File: src/rtl/npn_pkg.sv
// npn_pkg: shared types and helpers for the NPN-transform evaluation pipe.
//   npn_state_e    : sequencer states (IDLE, SWEEP, DRAIN)
//   calc_pw        : width of one permutation field, max(1, clog2(n_in))
//   calc_tt_w      : truth-table width, 2**n_in
//   identity_perm  : packed permutation with field i = i
//   perm_is_valid  : 1 when every field is in range and no field repeats
// Permutations are handled packed in a PERM_MAX_W-bit vector, which holds
// the largest legal case (6 fields of 3 bits).
package npn_pkg;

    typedef enum logic [1:0] {
        ST_IDLE  = 2'd0,
        ST_SWEEP = 2'd1,
        ST_DRAIN = 2'd2
    } npn_state_e;

    localparam int PERM_MAX_W = 18;

    function automatic int calc_pw(input int n_in);
        int w;
        w = 0;
        for (int i = 0; i < 8; i++) begin
            if ((1 << i) < n_in) begin
                w = i + 1;
            end
        end
        return (w < 1) ? 1 : w;
    endfunction

    function automatic int calc_tt_w(input int n_in);
        return 1 << n_in;
    endfunction

    function automatic logic [PERM_MAX_W-1:0] identity_perm(input int n_in, input int pw);
        logic [PERM_MAX_W-1:0] p;
        p = {PERM_MAX_W{1'b0}};
        for (int i = 0; i < 6; i++) begin
            if (i < n_in) begin
                p = p | (PERM_MAX_W'(i) << (i * pw));
            end
        end
        return p;
    endfunction

    function automatic logic perm_is_valid(input logic [PERM_MAX_W-1:0] perm,
                                           input int n_in, input int pw);
        logic [7:0]            seen;
        logic [PERM_MAX_W-1:0] mask;
        logic [PERM_MAX_W-1:0] field;
        logic                  ok;
        seen = 8'd0;
        ok   = 1'b1;
        mask = PERM_MAX_W'((1 << pw) - 1);
        for (int i = 0; i < 6; i++) begin
            if (i < n_in) begin
                field = (perm >> (i * pw)) & mask;
                if (field >= PERM_MAX_W'(n_in)) begin
                    ok = 1'b0;
                end else if (seen[field[2:0]]) begin
                    ok = 1'b0;
                end else begin
                    seen[field[2:0]] = 1'b1;
                end
            end
        end
        return ok;
    endfunction

endpackage

File: src/rtl/npn_xform.sv
// npn_xform: combinational input negation and permutation.
//   x      : raw input vector
//   neg_in : per-input negation mask
//   perm   : packed fields, field i selects the source input for index bit i
//   idx    : resulting truth-table index
module npn_xform
    import npn_pkg::*;
#(
    parameter  int N_IN = 4,
    localparam int PW   = calc_pw(N_IN)
) (
    input  logic [N_IN-1:0]    x,
    input  logic [N_IN-1:0]    neg_in,
    input  logic [N_IN*PW-1:0] perm,
    output logic [N_IN-1:0]    idx
);

    logic [N_IN-1:0] z_s;

    // Negate, then gather each index bit from its selected source input.
    always_comb begin
        z_s = x ^ neg_in;
        idx = {N_IN{1'b0}};
        for (int i = 0; i < N_IN; i++) begin
            idx[i] = z_s[perm[i*PW +: PW]];
        end
    end

endmodule

File: src/rtl/npn_eval_pipe.sv
// npn_eval_pipe: evaluates an NPN-transformed Boolean function on a
// valid/ready stream, and can sweep all input vectors to produce the
// transformed truth table.
//   clk, rst                 : clock, asynchronous active-high reset
//   cfg_we/cfg_ready         : configuration write handshake
//   cfg_tt/neg_in/perm/neg_out: base table and NPN transform
//   cfg_err                  : one-cycle pulse after a rejected write
//   in_valid/in_ready/in_x   : input vector stream
//   out_valid/out_ready/out_y: result stream
//   sweep_start/busy/done/tt : exhaustive sweep control and result table
module npn_eval_pipe
    import npn_pkg::*;
#(
    parameter  int                     N_IN    = 4,
    parameter  logic [(1<<N_IN)-1:0]   TT_INIT = 16'h7906,
    localparam int                     TT_W    = calc_tt_w(N_IN),
    localparam int                     PW      = calc_pw(N_IN)
) (
    input  logic                 clk,
    input  logic                 rst,
    input  logic                 cfg_we,
    output logic                 cfg_ready,
    input  logic [TT_W-1:0]      cfg_tt,
    input  logic [N_IN-1:0]      cfg_neg_in,
    input  logic [N_IN*PW-1:0]   cfg_perm,
    input  logic                 cfg_neg_out,
    output logic                 cfg_err,
    input  logic                 in_valid,
    output logic                 in_ready,
    input  logic [N_IN-1:0]      in_x,
    output logic                 out_valid,
    input  logic                 out_ready,
    output logic                 out_y,
    input  logic                 sweep_start,
    output logic                 sweep_busy,
    output logic                 sweep_done,
    output logic [TT_W-1:0]      sweep_tt
);

    localparam logic [PERM_MAX_W-1:0] PERM_ID_FULL = identity_perm(N_IN, PW);
    localparam logic [N_IN*PW-1:0]    PERM_ID      = PERM_ID_FULL[N_IN*PW-1:0];
    localparam logic [N_IN-1:0]       CNT_LAST     = {N_IN{1'b1}};
    localparam logic [N_IN-1:0]       CNT_ONE      = {{(N_IN-1){1'b0}}, 1'b1};

    // Configuration registers
    logic [TT_W-1:0]    tt_r;
    logic [N_IN-1:0]    neg_in_r;
    logic [N_IN*PW-1:0] perm_r;
    logic               neg_out_r;
    logic               cfg_err_r;

    // Sequencer
    npn_state_e         state_r;
    logic [N_IN-1:0]    cnt_r;
    logic               sweep_done_r;
    logic [TT_W-1:0]    sweep_tt_r;

    // Pipeline stages; s1_sweep_r tags sweep vectors, s1_vec_r keeps the
    // untransformed vector so the sweep result lands at its own position.
    logic               s1_valid_r;
    logic               s1_sweep_r;
    logic [N_IN-1:0]    s1_idx_r;
    logic [N_IN-1:0]    s1_vec_r;
    logic               s2_valid_r;
    logic               s2_y_r;

    // Combinational control
    logic               cfg_ready_s;
    logic               cfg_accept_s;
    logic               perm_ok_s;
    logic               s2_load_s;
    logic               s1_load_s;
    logic               in_ready_s;
    logic               sweep_go_s;
    logic               inj_valid_s;
    logic               inj_sweep_s;
    logic [N_IN-1:0]    x_sel_s;
    logic [N_IN-1:0]    idx_s;
    logic               y_s;

    // Handshake decisions, stage-1 source select and table lookup.
    always_comb begin
        cfg_ready_s  = (state_r == ST_IDLE) && !s1_valid_r && !s2_valid_r;
        cfg_accept_s = cfg_we && cfg_ready_s;
        perm_ok_s    = perm_is_valid(PERM_MAX_W'(cfg_perm), N_IN, PW);
        s2_load_s    = !s2_valid_r || out_ready;
        // A sweep vector never waits on stage 2: its result goes to sweep_tt.
        s1_load_s    = !s1_valid_r || s2_load_s || s1_sweep_r;
        in_ready_s   = s1_load_s && (state_r == ST_IDLE);
        // Config wins over a sweep start; so does a stream vector accepted in
        // the same cycle, otherwise its result would surface mid-sweep.
        sweep_go_s   = sweep_start && cfg_ready_s && !cfg_accept_s && !in_valid;
        if (state_r == ST_SWEEP) begin
            x_sel_s     = cnt_r;
            inj_valid_s = 1'b1;
            inj_sweep_s = 1'b1;
        end else begin
            x_sel_s     = in_x;
            inj_valid_s = in_valid && in_ready_s;
            inj_sweep_s = 1'b0;
        end
        y_s = tt_r[s1_idx_r] ^ neg_out_r;
    end

    npn_xform #(
        .N_IN (N_IN)
    ) u_xform (
        .x      (x_sel_s),
        .neg_in (neg_in_r),
        .perm   (perm_r),
        .idx    (idx_s)
    );

    // Configuration write: all-or-nothing, invalid permutations flag cfg_err.
    always_ff @(posedge clk or posedge rst) begin
        if (rst) begin
            tt_r      <= TT_INIT;
            neg_in_r  <= {N_IN{1'b0}};
            perm_r    <= PERM_ID;
            neg_out_r <= 1'b0;
            cfg_err_r <= 1'b0;
        end else begin
            cfg_err_r <= cfg_accept_s && !perm_ok_s;
            if (cfg_accept_s && perm_ok_s) begin
                tt_r      <= cfg_tt;
                neg_in_r  <= cfg_neg_in;
                perm_r    <= cfg_perm;
                neg_out_r <= cfg_neg_out;
            end
        end
    end

    // Two-stage valid/ready pipeline: stage 1 holds idx, stage 2 holds y.
    always_ff @(posedge clk or posedge rst) begin
        if (rst) begin
            s1_valid_r <= 1'b0;
            s1_sweep_r <= 1'b0;
            s1_idx_r   <= {N_IN{1'b0}};
            s1_vec_r   <= {N_IN{1'b0}};
            s2_valid_r <= 1'b0;
            s2_y_r     <= 1'b0;
        end else begin
            if (s1_load_s) begin
                s1_valid_r <= inj_valid_s;
                s1_sweep_r <= inj_sweep_s;
                s1_idx_r   <= idx_s;
                s1_vec_r   <= x_sel_s;
            end
            if (s2_load_s) begin
                s2_valid_r <= s1_valid_r && !s1_sweep_r;
                if (s1_valid_r && !s1_sweep_r) begin
                    s2_y_r <= y_s;
                end
            end
        end
    end

    // Sweep sequencer; sweep_tt acts as stage 2 for sweep vectors.
    always_ff @(posedge clk or posedge rst) begin
        if (rst) begin
            state_r      <= ST_IDLE;
            cnt_r        <= {N_IN{1'b0}};
            sweep_done_r <= 1'b0;
            sweep_tt_r   <= {TT_W{1'b0}};
        end else begin
            sweep_done_r <= 1'b0;
            if (s1_valid_r && s1_sweep_r) begin
                sweep_tt_r[s1_vec_r] <= y_s;
            end
            case (state_r)
                ST_IDLE: begin
                    if (sweep_go_s) begin
                        state_r <= ST_SWEEP;
                        cnt_r   <= {N_IN{1'b0}};
                    end
                end
                ST_SWEEP: begin
                    cnt_r <= cnt_r + CNT_ONE;
                    if (cnt_r == CNT_LAST) begin
                        state_r <= ST_DRAIN;
                    end
                end
                ST_DRAIN: begin
                    // Only the last sweep vector remains in stage 1 here.
                    if (s1_valid_r && s1_sweep_r) begin
                        state_r      <= ST_IDLE;
                        sweep_done_r <= 1'b1;
                    end
                end
                default: begin
                    state_r <= ST_IDLE;
                end
            endcase
        end
    end

    assign cfg_ready  = cfg_ready_s;
    assign cfg_err    = cfg_err_r;
    assign in_ready   = in_ready_s;
    assign out_valid  = s2_valid_r;
    assign out_y      = s2_y_r;
    assign sweep_busy = (state_r != ST_IDLE);
    assign sweep_done = sweep_done_r;
    assign sweep_tt   = sweep_tt_r;

endmodule

File: config.mk
export PLATFORM = sky130hd
export DESIGN_NAME = npn_eval_pipe
export DESIGN_NICKNAME = d
export VERILOG_FILES = /design/src/rtl/npn_pkg.sv /design/src/rtl/npn_xform.sv /design/src/rtl/npn_eval_pipe.sv
export SDC_FILE = /design/constraint.sdc
export NUM_CORES = 1
export LEC_CHECK = 0
export ABC_AREA = 1
export BUFFER_PORTS_ARGS = -buffer_cell sky130_fd_sc_hd__buf_2
export CAP_MARGIN = 0
export CORE_MARGIN = 2
export CORE_UTILIZATION = 56
export DETAILED_ROUTE_END_ITERATION = 8
export PLACE_DENSITY = 0.8
export SYNTH_ARGS = -nofsm -noshare
export SYNTH_HDL_FRONTEND = slang
export SYNTH_SLANG_ARGS = --single-unit
File: constraint.sdc
create_clock -name clk -period 1.99 [get_ports clk]
set_input_delay 0.0995 -clock clk [delete_from_list [all_inputs] [get_ports clk]]
set_output_delay 0.0995 -clock clk [all_outputs]
set_load 0.05 [all_outputs]
==> results.md, run 1 <==
* FF-to-FF setup slack at 250 ps
* Leakage power at 2.27 nW
* Fillers at 503
* Max VDD drop at 0.00123 V
* ANT cells at 0
* Highest Clock Rate at 575 MHz
* Worst relative slew slack at 0.757
* Row count at 28
* Arrival time at the worst endpoint at 1980 ps
* CTS root buf: clkbuf_8
* # nets final at 585
* Syn Inst Count at 472
* Status: completed
* Detailed Route WL at 7860 µm
* Pins Over Slew Limit at 0
* Slew @ Worst Pin at 363 ps
* Clk sink count at 65
* Via density at 5.24
* Crit path kind: reg2reg
* Top-area cell type share of the netlist area at 0.389
* Overall Global Routing Usage at 0.251
* Grt total ovfl at 0
* Critical path, cell by cell: inv_2, nand2_4, nor3_4, nand2_1, inv_2, nand3_1, buf_4, nand2_1, nand2_1
* Setup violators final at 0
* Worst setup EP type: flop
* Vias at 3276
* Post-synthesis sequential area ratio at 0.472
* Synth Cell Area at 3480 µm²
* CP Max Fanout at 29
* Post-synth top cells: nand2_1, nand3_1, dfrtp_1
* Pwr Density at 1410 nW/µm²
* Required time of the critical path at 2230 ps
* Final Wtd Congestion at 0.898
* Avg WL per Cell at 12.6 µm
* First-pass GRT wire length at 13300 µm
* Skew final at 9.65 ps
* Port-buffer cells at 61
* Clk_lat worst skew at 350 ps
* DP Worst Slack at 200 ps
* Antenna-violating nets left at 0
* Cell variety after synth at 25
* #FFs+latches synth at 65
* Total CTS buffers at 9
* Die Y at 82.8 µm
* Fraction of final layout cells sized beyond drive strength 1 at 0.195
* Pin count of the biggest net entering global routing at 66
* H-tree depth at 3
* Final core utilization at 0.693
* RSZ-0062 raised after global routing: no
* Final worst-path cycle share at 0.874
* Total placed instance area at 3860 µm²
* Max_cap viols at 0
* Mapped Nets at 512
* Core Area at 5960 µm²
* EDFF count, synth at 0
* Vias in the first global route at 3020
* Fin worst setup slack at 251 ps
* Yosys warns at 0
* Most common cell in the netlist: nand2_1
* HP Class: in2reg
* FFs w/ async S/R, synth at 1.00
* CP startpoint kind: flop
* CP max stage delay at 430 ps
* Setup tns final at 0 ps
* Ranking of synthesized cells by area: dfrtp_1, nand2_1, dfstp_2, nand3_1, nand4_1
* Final instance area at 4130 µm²
* Drt pass-1 iters at 5
* Initial core utilization at 0.584
* DRC Markers at 0
* Area Overhead vs Synth at 18.8%
* Most used flip-flop cell after synthesis: dfrtp_1
* Antenna violations before repair at 0
* Total power at 5.83 mW
* DIE AREA at 6850 µm²
* Worst path slowest cell: dfrtp_1
* Clk pin slew, worst setup/hold paths at 70 ps
* Crit-path most repeated cell: nand2_1
* Leading area contributor after synthesis: dfrtp_1
* Syn_area_per_cell at 7.36 µm²
* Final min period at 1740 ps
* CTS tree: yes
* Post-DP HPWL at 5430 µm
* Clock Path Buffers at 2
* Top Ports at 62
* Initial DRC count at 245
* Fin. Hold Viols at 0
* Die Wd at 82.8 µm
-- what timing repair did --
action                                 4_1_cts  5_1_grt
buffers inserted                             0        0
setup endpoints to repair                    0       14
gates resized for setup                      0        1
hold buffers                                 9        0
endpoints found under the hold margin       62        0
-- cells by family after synthesis --
| family | synth area share |
|---|---|
| xor gates and xnor gates | 0.00504 |
| AOI/OAI and AO/OA | 0.0551 |
| buffers and inverters | 0.0914 |
| and+or+nand+nor | 0.373 |
| DFF | 0.472 |
| adders and majority gates | 0.00360 |
-- cell usage in the layout (no fill, tap or decap), types with 2 or more instances in the layout --
master and n:
o21ai_1 3, clkinvlp_4 2, buf_4 7, nand4_1 31, nand3b_1 8, clkinv_2 2
buf_2 61, clkbuf_8 10, dfrtp_1 54, dfstp_2 11, dlygate4sd3_1 9, nand2_1 157
a21oi_1 5, nor3_1 4, inv_1 50, nand3_1 57, inv_2 7, nor2_1 33
o21ai_0 26
-- worst paths after layout --
| kind | from | to | cells past startpoint |
|---|---|---|---|
| worst min-delay path | cfg_tt[6] | tt_r[6]$_DFFE_PP0P_ | 3 |
| min in group asynchronous | rst | sweep_tt[9]$_DFFE_PP0P_ | 4 |
| worst max-delay path | state_r[0]$_DFFE_PP0P_ | tt_r[10]$_DFFE_PP0P_ | 9 |
| worst min register to register | tt_r[8]$_DFFE_PP1P_ | tt_r[8]$_DFFE_PP1P_ | 2 |
| worst max register to register | state_r[0]$_DFFE_PP0P_ | tt_r[10]$_DFFE_PP0P_ | 9 |
| max in group asynchronous | rst | perm_r[6]$_DFFE_PP1P_ | 4 |
-- registers in the layout, summed over array words and instances, names as in the netlist, 2 cells and up --
signal and flops:
perm_r 8, tt_r 16, s1_vec_r 4, cnt_r 4, state_r 2, sweep_tt 16
neg_in_r 4, s1_idx_r 4
-- through the flow --
stage / hold WS, ps / instances
2_1_floorplan: 222 / 472
3_3_place_gp: 193 / 600
3_5_place_dp: 197 / 600
4_1_cts: 2.97 / 625
5_1_grt: 12.0 / 625
6_report: 8.92 / 625
-- critical path, delay by kind of cell, from the launching register on --
| kind | cells | cell delay (ps) |
|---|---|---|
| buffers and inverters | 3 | 540 |
| flip-flops | 1 | 430 |
| AND/OR/NAND/NOR | 6 | 670 |
-- final cells by class --
cell class / count / area (µm²) / share of cell area
clock buffers: 10 / 138 / 0.0333
inverters: 57 / 214 / 0.0518
clock inverters: 6 / 42.5 / 0.0103
repair buffers: 78 / 468 / 0.113
multi-input cells: 334 / 1530 / 0.371
flip-flops and latches: 65 / 1640 / 0.397
well taps: 75 / 93.8 / 0.0227
-- metal layers --
layer	global-route usage	wire length [µm]
met5	0	0
met4	0.103	90
met3	0.0368	385
met2	0.404	3640
met1	0.341	3740
-- power breakdown --
group	switching (mW)	total, mW	internal [mW]
Combinational	1.73	2.50	0.770
Sequential	0.407	2.31	1.90
Clock	0.538	1.03	0.487
Total	2.67	5.83	3.16
No activity file was read; power rests on OpenSTA's default activity.
==> run 2: changes to the inputs <==
CELL_PAD_IN_SITES_DETAIL_PLACEMENT = 1   (was unset)
CELL_PAD_IN_SITES_GLOBAL_PLACEMENT = 1   (was unset)
CORE_UTILIZATION = 40   (was 56)
PLACE_DENSITY = unset   (was 0.8)
PLACE_DENSITY_LB_ADDON = 0.1   (was unset)
==> run 2 against run 1 <==
Sequential power hardly changed. Die area is 38% higher. Cell count is 4.8% higher. Global-route usage is 4.6 points lower. Total power is 3.0% higher. Critical path depth stayed put. Hold slack worse by 1.6 ps. Utilization is 21 points lower. Clock power is 13% higher.
==> results.md, run 2 (same netlist as run 1, synthesis figures left out) <==
* Register area at 1640 µm² (unchanged)
* CTS tree: yes
* Worst setup EP type: flop
* Post-CTS Setup Bufs at 0 (unchanged)
* Max_cap viols at 0 (unchanged)
* HP Class: in2reg
* Final core utilization at 0.487 (-0.206)
* Multi-input gate area at 1530 µm² (unchanged)
* Clk sink count at 65 (unchanged)
* Crit Reg-Reg Endpoint: s1_idx_r[1]$_DFFE_PP0N_
* Antenna violations before repair at 0 (unchanged)
* Die Wd at 97.2 µm (+17%)
* Port-buffer cells at 61 (unchanged)
* Setup violators final at 0 (unchanged)
* Pins Over Slew Limit at 0 (unchanged)
* Critical path, cell by cell: inv_2, nand2_1, o21ai_0, nand2_1, nand3_1, nand3_1, nand2_1, nand2_1, nand2_1
* ANT cells at 0 (unchanged)
* Hold path start: cfg_tt[11]
* Grt total ovfl at 0 (unchanged)
* CP Buf/Inv Count at 1 (-2)
* Vias in the first global route at 3461 (+15%)
* Hold path depth at 3 (unchanged)
* Via density at 5.11 (-2.5%)
* FF-to-FF setup slack at 280 ps (+30 ps)
* Pin count of the biggest net entering global routing at 45 (-32%)
* Highest Clock Rate at 585 MHz (+1.7%)
* Vias at 3348 (+2.2%)
* Clk_lat worst skew at 350 ps (about the same)
* Top Ports at 62 (unchanged)
* Skew final at 14.5 ps (+4.86 ps)
* Total CTS buffers at 9 (unchanged)
* Most frequent cells in the layout: nand2_1, buf_2, nand3_1
* Hold EP: tt_r[11]$_DFFE_PP1P_
* Total placed instance area at 3900 µm² (+1.1%)
* Initial core utilization at 0.406 (-0.177)
* Crit path kind: reg2reg
* Initial DRC count at 80 (-67%)
* CP startpoint kind: flop
* Status: completed
* Slew @ Worst Pin at 483 ps (+120 ps)
* Overall Global Routing Usage at 0.205 (-0.0464)
* Final instance area at 4170 µm² (+0.85%)
* Final Wtd Congestion at 0.773 (-14%)
* Worst relative slew slack at 0.677 (-0.0796)
* Fraction of final layout cells sized beyond drive strength 1 at 0.196 (+0.00107)
* Avg WL per Cell at 13.7 µm (+9.4%)
* FF-to-FF Start: state_r[1]$_DFFE_PP0P_
* Leakage power at 2.27 nW (-0.28%)
* RSZ-0062 raised after global routing: no
* Worst path slowest cell: dfrtp_1
* Required time of the critical path at 2260 ps (+30 ps)
* DRC Markers at 0 (unchanged)
* # nets final at 582 (-0.51%)
* CTS root buf: clkbuf_8
* Area Overhead vs Synth at 19.8%
* CP delay by family, top: simple AND/OR/NAND/NOR gates
* Crit-path most repeated cell: nand2_1
* Clock Path Buffers at 2 (unchanged)
* Die Y at 97.2 µm (+17%)
* Pwr Density at 1440 nW/µm² (+2.1%)
* Drt pass-1 iters at 4 (-1)
* Fin. Hold Viols at 0 (unchanged)
* Setup tns final at 0 ps (unchanged)
* Commonest non-fill, non-tap cell in the layout: nand2_1
* Detailed Route WL at 9010 µm (+15%)
* Row count at 34 (+21%)
* CP max stage delay at 400 ps (-30 ps)
* Final min period at 1710 ps (-29.6 ps)
* Max VDD drop at 0.000526 V (-57%)
* R2r worst-path depth at 9 (unchanged)
* Core Area at 8550 µm² (+44%)
* Antenna-violating nets left at 0 (unchanged)
* Post-DP HPWL at 6790 µm (+25%)
* First-pass GRT wire length at 16100 µm (+22%)
* Fillers at 1104 (+120%)
* CP Max Fanout at 10 (-66%)
* H-tree depth at 3 (unchanged)
* Clk pin slew, worst setup/hold paths at 70 ps (about the same)
* DIE AREA at 9450 µm² (+38%)
* Arrival time at the worst endpoint at 1980 ps (about the same)
* Final worst-path cycle share at 0.859 (-0.0149)
==> run 2: changes by cell type in the layout (fill, tap and decap cells not counted), sizes merged <==
cell         before  now
bufinv            0    1
dlygate4sd3       9    6
clkinv            3    1
clkinvlp          2    3
==> run 2: power by group <==
group          switching (mW)  total, mW  internal [mW]
sequential              0.428       2.33           1.90
clock                   0.542       1.16          0.615
combinational            1.76       2.52          0.765
==> run 2: timing repair <==
action | 4_1_cts | 5_1_grt
hold endpoints to repair | 19 | 0
resized for setup | 0 | 1
hold buffers | 6 | 0
setup endpoints to repair | 0 | 17
==> run 2: worst max path at each step <==
stage	startpoint	endpoint	slack (ps)	cells after the start
final	state_r[1]$_DFFE_PP0P_	s1_idx_r[1]$_DFFE_PP0N_	280	9
after global placement	s1_idx_r[0]$_DFFE_PP0N_	sweep_tt[15]$_DFFE_PP0P_	190	9
after CTS	s1_idx_r[0]$_DFFE_PP0N_	sweep_tt[0]$_DFFE_PP0P_	140	10
after floorplan	out_valid$_DFFE_PP0P_	neg_out_r$_DFFE_PP0P_	20	8
after detailed placement	s1_idx_r[0]$_DFFE_PP0N_	sweep_tt[0]$_DFFE_PP0P_	130	10
after global routing	state_r[1]$_DFFE_PP0P_	s1_idx_r[3]$_DFFE_PP0N_	40	9
==> run 2: through the flow <==
stage / hold WS [ps] / std cells / setup WS [ps] / power [mW]
after floorplan: 222 / 472 / 20.7 / 4.19
after global routing: 13.6 / 655 / 43.4 / 6.53
after global placement: 156 / 633 / 192 / 4.77
final: 7.28 / 655 / 280 / 6.00
after detailed placement: 148 / 633 / 129 / 4.87
after CTS: 0.146 / 655 / 136 / 6.06
==> run 2: final cells by class <==
| cell class | instances | area share |
|---|---|---|
| flip-flops and latches | 65 | 0.394 |
| multi-input cells | 334 | 0.368 |
| repair buffers | 75 | 0.105 |
| inverters | 57 | 0.0514 |
| clock buffers | 10 | 0.0330 |
| well taps | 108 | 0.0324 |
| clock inverters | 6 | 0.0159 |
==> run 2: metal layers <==
layer | GRT usage | routed length [µm] | vias up
met3 | 0.0273 | 241 | 15
met2 | 0.354 | 4390 | 56
met5 | 0 | 0 | -
met1 | 0.268 | 4240 | 1608
li1 | - | - | 1669
met4 | 0.0620 | 138 | 0
==> run 2: worst register-to-register path, delay by kind of cell, from the launching register on <==
family,cells,cell delay [ps]
compound gates,1,360
buf+inv,1,110
flops,1,400
simple gates,7,780
